`src/rtl/keypad_scanner.sv`:
```
// 4x4 matrix keypad scanner: drives one-hot columns, senses rows, and debounces
// whole-scan results into a single accepted key code with a one-cycle strobe.
module keypad_scanner #(
    parameter int SCAN_DIV       = 1000,
    parameter int DEBOUNCE_SCANS = 4
) (
    input  logic       clk,
    input  logic       reset,
    input  logic [3:0] row,
    output logic [3:0] shift_col,
    output logic [3:0] key_value,
    output logic       key_valid,
    output logic       key_held
);

    localparam int DIV_W = (SCAN_DIV > 1) ? $clog2(SCAN_DIV) : 1;
    localparam int DB_W  = $clog2(DEBOUNCE_SCANS + 1);
    localparam logic [DIV_W-1:0] DIV_LAST  = DIV_W'(SCAN_DIV - 1);
    localparam logic [DB_W-1:0]  DB_TARGET = DB_W'(DEBOUNCE_SCANS);

    typedef enum logic [1:0] {S_IDLE, S_DEBOUNCE, S_PRESSED, S_RELEASE} state_t;

    function automatic logic [2:0] popcount4(input logic [3:0] v);
        return {2'b00, v[0]} + {2'b00, v[1]} + {2'b00, v[2]} + {2'b00, v[3]};
    endfunction

    function automatic logic [1:0] low_index(input logic [3:0] v);
        logic [1:0] idx;
        idx = 2'd0;
        for (int i = 3; i >= 0; i--)
            if (v[i]) idx = 2'(i);
        return idx;
    endfunction

    function automatic logic [3:0] key_code(input logic [1:0] r, input logic [1:0] c);
        logic [3:0] code;
        case ({r, c})
            4'b00_00: code = 4'h1;
            4'b00_01: code = 4'h2;
            4'b00_10: code = 4'h3;
            4'b00_11: code = 4'hA;
            4'b01_00: code = 4'h4;
            4'b01_01: code = 4'h5;
            4'b01_10: code = 4'h6;
            4'b01_11: code = 4'hB;
            4'b10_00: code = 4'h7;
            4'b10_01: code = 4'h8;
            4'b10_10: code = 4'h9;
            4'b10_11: code = 4'hC;
            4'b11_00: code = 4'hE;
            4'b11_01: code = 4'h0;
            4'b11_10: code = 4'hF;
            default:  code = 4'hD;
        endcase
        return code;
    endfunction

    logic [DIV_W-1:0] div_q, div_d;
    logic [1:0]       col_q, col_d;
    logic [1:0]       hits_q, hits_d;
    logic [3:0]       hit_code_q, hit_code_d;
    state_t           state_q, state_d;
    logic [3:0]       cand_q, cand_d;
    logic [DB_W-1:0]  cnt_q, cnt_d;
    logic [DB_W-1:0]  rcnt_q, rcnt_d;
    logic [3:0]       key_value_q, key_value_d;
    logic             key_valid_q, key_valid_d;
    logic             key_held_q, key_held_d;

    logic       terminal, scan_done;
    logic [2:0] row_pop, total_raw;
    logic [1:0] total;
    logic [3:0] scan_code;
    logic       res_none, res_one;
    logic       accept, release_done;
    logic [3:0] accept_code;
    logic [DB_W-1:0] cnt_inc, rcnt_inc;

    always_ff @(posedge clk) begin
        if (reset) begin
            div_q       <= '0;
            col_q       <= 2'd0;
            hits_q      <= 2'd0;
            hit_code_q  <= 4'h0;
            state_q     <= S_IDLE;
            cand_q      <= 4'h0;
            cnt_q       <= '0;
            rcnt_q      <= '0;
            key_value_q <= 4'h0;
            key_valid_q <= 1'b0;
            key_held_q  <= 1'b0;
        end else begin
            div_q       <= div_d;
            col_q       <= col_d;
            hits_q      <= hits_d;
            hit_code_q  <= hit_code_d;
            state_q     <= state_d;
            cand_q      <= cand_d;
            cnt_q       <= cnt_d;
            rcnt_q      <= rcnt_d;
            key_value_q <= key_value_d;
            key_valid_q <= key_valid_d;
            key_held_q  <= key_held_d;
        end
    end

    // Column scan: contacts are tallied (saturating at 2) across the four column samples.
    always_comb begin
        terminal  = (div_q == DIV_LAST);
        scan_done = terminal && (col_q == 2'd3);
        div_d     = terminal ? '0 : div_q + DIV_W'(1);
        col_d     = terminal ? col_q + 2'd1 : col_q;
        row_pop   = popcount4(row);
        total_raw = {1'b0, hits_q} + row_pop;
        total     = (total_raw >= 3'd2) ? 2'd2 : total_raw[1:0];
        scan_code = (hits_q == 2'd0) ? key_code(low_index(row), col_q) : hit_code_q;
        hits_d     = hits_q;
        hit_code_d = hit_code_q;
        if (terminal) begin
            hits_d     = scan_done ? 2'd0 : total;
            hit_code_d = scan_done ? 4'h0 : scan_code;
        end
        res_none = (total == 2'd0);
        res_one  = (total == 2'd1);
    end

    // Debounce FSM, advanced only when a full scan resolves.
    always_comb begin
        state_d      = state_q;
        cand_d       = cand_q;
        cnt_d        = cnt_q;
        rcnt_d       = rcnt_q;
        accept       = 1'b0;
        accept_code  = cand_q;
        release_done = 1'b0;
        cnt_inc      = (cnt_q == DB_TARGET) ? cnt_q : cnt_q + DB_W'(1);
        rcnt_inc     = (rcnt_q == DB_TARGET) ? rcnt_q : rcnt_q + DB_W'(1);
        if (scan_done) begin
            case (state_q)
                S_IDLE: begin
                    if (res_one) begin
                        cand_d = scan_code;
                        if (DEBOUNCE_SCANS == 1) begin
                            accept      = 1'b1;
                            accept_code = scan_code;
                            state_d     = S_PRESSED;
                            cnt_d       = '0;
                        end else begin
                            state_d = S_DEBOUNCE;
                            cnt_d   = DB_W'(1);
                        end
                    end
                end
                S_DEBOUNCE: begin
                    if (!res_one) begin
                        state_d = S_IDLE;
                        cnt_d   = '0;
                    end else if (scan_code == cand_q) begin
                        cnt_d = cnt_inc;
                        if (cnt_inc == DB_TARGET) begin
                            accept  = 1'b1;
                            state_d = S_PRESSED;
                            cnt_d   = '0;
                        end
                    end else begin
                        cand_d = scan_code;
                        cnt_d  = DB_W'(1);
                    end
                end
                S_PRESSED: begin
                    if (res_none) begin
                        if (DEBOUNCE_SCANS == 1) begin
                            release_done = 1'b1;
                            state_d      = S_IDLE;
                            rcnt_d       = '0;
                        end else begin
                            state_d = S_RELEASE;
                            rcnt_d  = DB_W'(1);
                        end
                    end
                end
                default: begin
                    if (res_none) begin
                        rcnt_d = rcnt_inc;
                        if (rcnt_inc == DB_TARGET) begin
                            release_done = 1'b1;
                            state_d      = S_IDLE;
                            rcnt_d       = '0;
                        end
                    end else begin
                        state_d = S_PRESSED;
                        rcnt_d  = '0;
                    end
                end
            endcase
        end
    end

    always_comb begin
        key_value_d = accept ? accept_code : key_value_q;
        key_valid_d = accept;
        key_held_d  = key_held_q;
        if (accept)
            key_held_d = 1'b1;
        else if (release_done)
            key_held_d = 1'b0;
    end

    assign shift_col = 4'b0001 << col_q;
    assign key_value = key_value_q;
    assign key_valid = key_valid_q;
    assign key_held  = key_held_q;

endmodule

```
`config.mk`:
```
export PLATFORM = sky130hd
export DESIGN_NAME = keypad_scanner
export DESIGN_NICKNAME = d
export VERILOG_FILES = /design/src/rtl/keypad_scanner.sv
export SDC_FILE = /design/constraint.sdc
export NUM_CORES = 1
export LEC_CHECK = 0
export ABC_CLOCK_PERIOD_IN_PS = 4200
export BUFFER_PORTS_ARGS = -buffer_cell sky130_fd_sc_hd__buf_2
export CAP_MARGIN = 20
export CORE_MARGIN = 1
export CORE_UTILIZATION = 47
export CTS_CLUSTER_DIAMETER = 150
export DETAILED_ROUTE_END_ITERATION = 10
export GPL_ROUTABILITY_DRIVEN = 0
export PLACE_DENSITY = 0.65
export RECOVER_POWER = 50
export REMOVE_ABC_BUFFERS = 1
export SLEW_MARGIN = 20
export SYNTH_ARGS = -nofsm -noshare
export SYNTH_HDL_FRONTEND = slang
export SYNTH_SLANG_ARGS = --single-unit
export TNS_END_PERCENT = 100
```
`constraint.sdc`:
```
create_clock -name clk -period 4.2 [get_ports clk]
set_input_delay 0 -clock clk [delete_from_list [all_inputs] [get_ports clk]]
set_output_delay 0 -clock clk [all_outputs]
set_load 0.01 [all_outputs]
```
==> qor.txt <==
Seq pwr share - 51.8%
area leader, netlist - dfxtp_1
top cells by area, synth - dfxtp_1 31%, ha_1 8.0%, nor2_1 5.6%, nand2_1 5.4%, a21oi_1 4.1%
initial antenna violation count - 0
Design Area, Final - 2534 um2
Worst Hold Class - primary input to flip-flop
max_slew headroom - 63.22%
WS Path Type - primary input to flip-flop
Arrival @ worst endpoint - 3250 ps
max layer used - met4
hpwl dp - 3571 um
WL met3 - 197 um
Met2 Wirelength - 1968 um
CTS buffer count - 5
worst-path cell chain - buf_2 -> fa_1 -> fa_1 -> fa_1 -> or3_1 -> or3_1 -> o2111a_1 -> mux2_2 -> o31ai_1 -> or3_1
clock group share of total power - 37.9%
Gate power share - 10.3%
CP Max Fanout - 9
post-synthesis register bit count - 36
Final min period - 3082 ps
Mapped Cells - 292
total congestion overflow - 0
via count - 2,033
Final ANT Viol Nets - 0
CTS root buffer - clkbuf_8
pin count of the biggest net entering global routing - 27
max cap viols - 0
router iterations before antenna repair - 4
critical path's largest stage delay - 500 ps
period utilization - 73.38%
fraction of layout cells with a size suffix above 1 - 7.237%
area grow syn2layout - 8.058%
sequential-to-total area share from yosys stat - 30.74%
CTS tree - done
fin. max-slew vios - 0
final hold viol count - 0
async set-or-reset flop fraction in the synthesized netlist - 0%
Startpoint Class - primary input
IO Port Bufs - 15
GRT Total Usage - 19.99%
average cell area after synthesis - 8.030 um2
# hold bufs at CTS - 0
Vias/cell - 5.480
die width - 72.63 um
synthesized area - 2345 um2
Worst Setup End Kind - flip-flop
DR iter-0 viols - 164
top-area cell type share of the netlist area - 30.74%
setup_tns - 0 ps
Synth cell types - 52
Worst EP required - 4370 ps
core area - 4755 um2
Int Pwr - 502.7 uW
Clk Latency, worst-skew pair - 280 ps
I/O pin count - 16
CTS sink count - 36
Post-synth top flop - dfxtp_1
Resize count post-CTS - 0
EDFF count, synth - 0
drt wl/cell - 12.80 um
setup bufs post-CTS - 0
Switch Pwr - 168.8 uW
status - complete, no violations
die area - 5275 um2
htree depth - 2
antenna cells - 0
Final setup viols - 0
Layout Skew - 5.595 ps
Crit-path slowest cell - fa_1
fillers - 494
synth warn - 0
actual slew at the worst max-slew pin - 551.7 ps
Std-Cell Rows - 25
Nets - 327
routed wire length - 4747 um
worst vdd ir - 0.1413 mV
Cell Pwr Density - 265.0 nW/um2
Post-Route M1 WL - 2556 um
DRC - 0
Starting Density - 49.32%
area post-placement - 2452 um2
Die Y - 72.63 um
clk buf depth - 2
sw frac - 25.13%
Fmax - 324.5 MHz
leak pwr - 0.0009626 uW
Reg clk slew, reported paths - 70 ps
RSZ-0062 raised after global routing - no
number of global-route vias before repair - 1,742
first-pass GRT wire length - 8286 um
-- logic make-up (layout without fill, tap and decap cells) --
kind of cell             after synthesis  count (layout)  synth area share (%)
buffers and inverters                 28              40                 5.069
adder cells (fa/ha/maj)               18              18                 10.57
XOR/XNOR                              13              13                 4.856
multiplexers                           9               9                 3.949
flip-flops                            36              36                 30.74
AO/OA/AOI/OAI                         58              58                 16.38
AND/OR/NAND/NOR                      130             130                 28.44
-- worst max-delay path, delay by kind of cell --
family | cells | cell delay [ps]
buf+inv | 1 | 160
compound gates | 2 | 350
mux | 1 | 250
simple gates | 3 | 1110
fa+ha+maj | 3 | 1370
-- path summary, 6_finish.rpt --
| kind | start | slack, ps | cells after the start | end |
|---|---|---|---|---|
| worst max-delay path | row[0] | 1120 | 10 | state_q[0] |
| worst min-delay path | reset | 170 | 2 | div_q[2] |
| worst max register to register | hits_q[0] | 1140 | 8 | state_q[0] |
| worst min register to register | key_held | 460 | 2 | key_held |
-- registers in the layout, indices dropped and copies added, names as in the netlist --
name / flops
accept_code: 4
col_q: 2
hits_q: 2
key_value: 4
rcnt_q: 3
hit_code_q: 4
div_q: 10
key_valid: 1
state_q: 2
cnt_q: 3
key_held: 1
-- routing by layer --
metal	up-vias	track usage (%)
met2	44	28.97
met4	0	5.229
li1	1047	-
met1	940	30.23
met5	-	0
met3	2	3.729
-- power groups by stage --
stage | logic, uW | registers, uW | clock network, uW
global route | 78.5 | 348 | 281
floorplan | 46.8 | 355 | 0
CTS | 68.9 | 348 | 262
global placement | 66.9 | 356 | 0
detailed placement | 68.6 | 355 | 0
finish | 69.2 | 348 | 255
-- cell usage after synthesis, types with 2 or more instances --
cell and count:
mux2_2 2, dfxtp_1 36, ha_1 15, inv_1 16, nor4_1 3, a32oi_1 4, nand4_1 2, clkbuf_1 6
a21oi_1 19, or3_1 5, fa_1 3, nor2_1 35, xor2_1 7, a21o_1 2, xnor2_1 6, nand3b_1 3
nor2b_1 5, nor3b_1 2, nor3_1 11, nand2b_1 2, a22oi_1 4, and2_1 2, nand3_1 14, a211oi_1 6
buf_2 4, nand2_1 34, o31ai_1 4, mux2i_1 7, o21ai_0 10
-- through the flow --
step | setup slack, ps | cells | utilization (%) | total power (uW) | hold slack, ps
final | 1118 | 371 | 53.29 | 671.4 | 167.5
after global routing | 1003 | 371 | 53.29 | 707.5 | 173.6
after CTS | 1153 | 371 | 53.55 | 678.0 | 162.9
after detailed placement | 842.2 | 363 | 51.58 | 424.0 | 399.6
after global placement | 905.5 | 363 | 51.58 | 422.5 | 399.9
after floorplan | 1166 | 280 | - | 401.7 | 69.07
-- area by class of cell --
type	count	area [um2]	share of cell area [%]
multi-input cells	228	1505	59.41
flip-flops and latches	36	720.7	28.44
clock buffers	7	86.33	3.407
well taps	67	83.83	3.309
repair buffers	16	70.07	2.765
inverters	16	60.06	2.370
clock inverters	1	7.507	0.2963
-- cells in the final DEF (no fill, tap or decap), types with 5 or more instances in the layout --
cell type and instances:
nor3_1 11, inv_1 16, o21ai_0 10, xor2_1 7, clkbuf_8 6, dfxtp_1 36, ha_1 15, xnor2_1 6
or3_1 5, clkbuf_1 11, nor2_1 35, a211oi_1 6, nand2_1 34, a21oi_1 19, nand3_1 14, nor2b_1 5
mux2i_1 7, buf_2 5
Note: power is estimated with default switching activity, not from simulation.
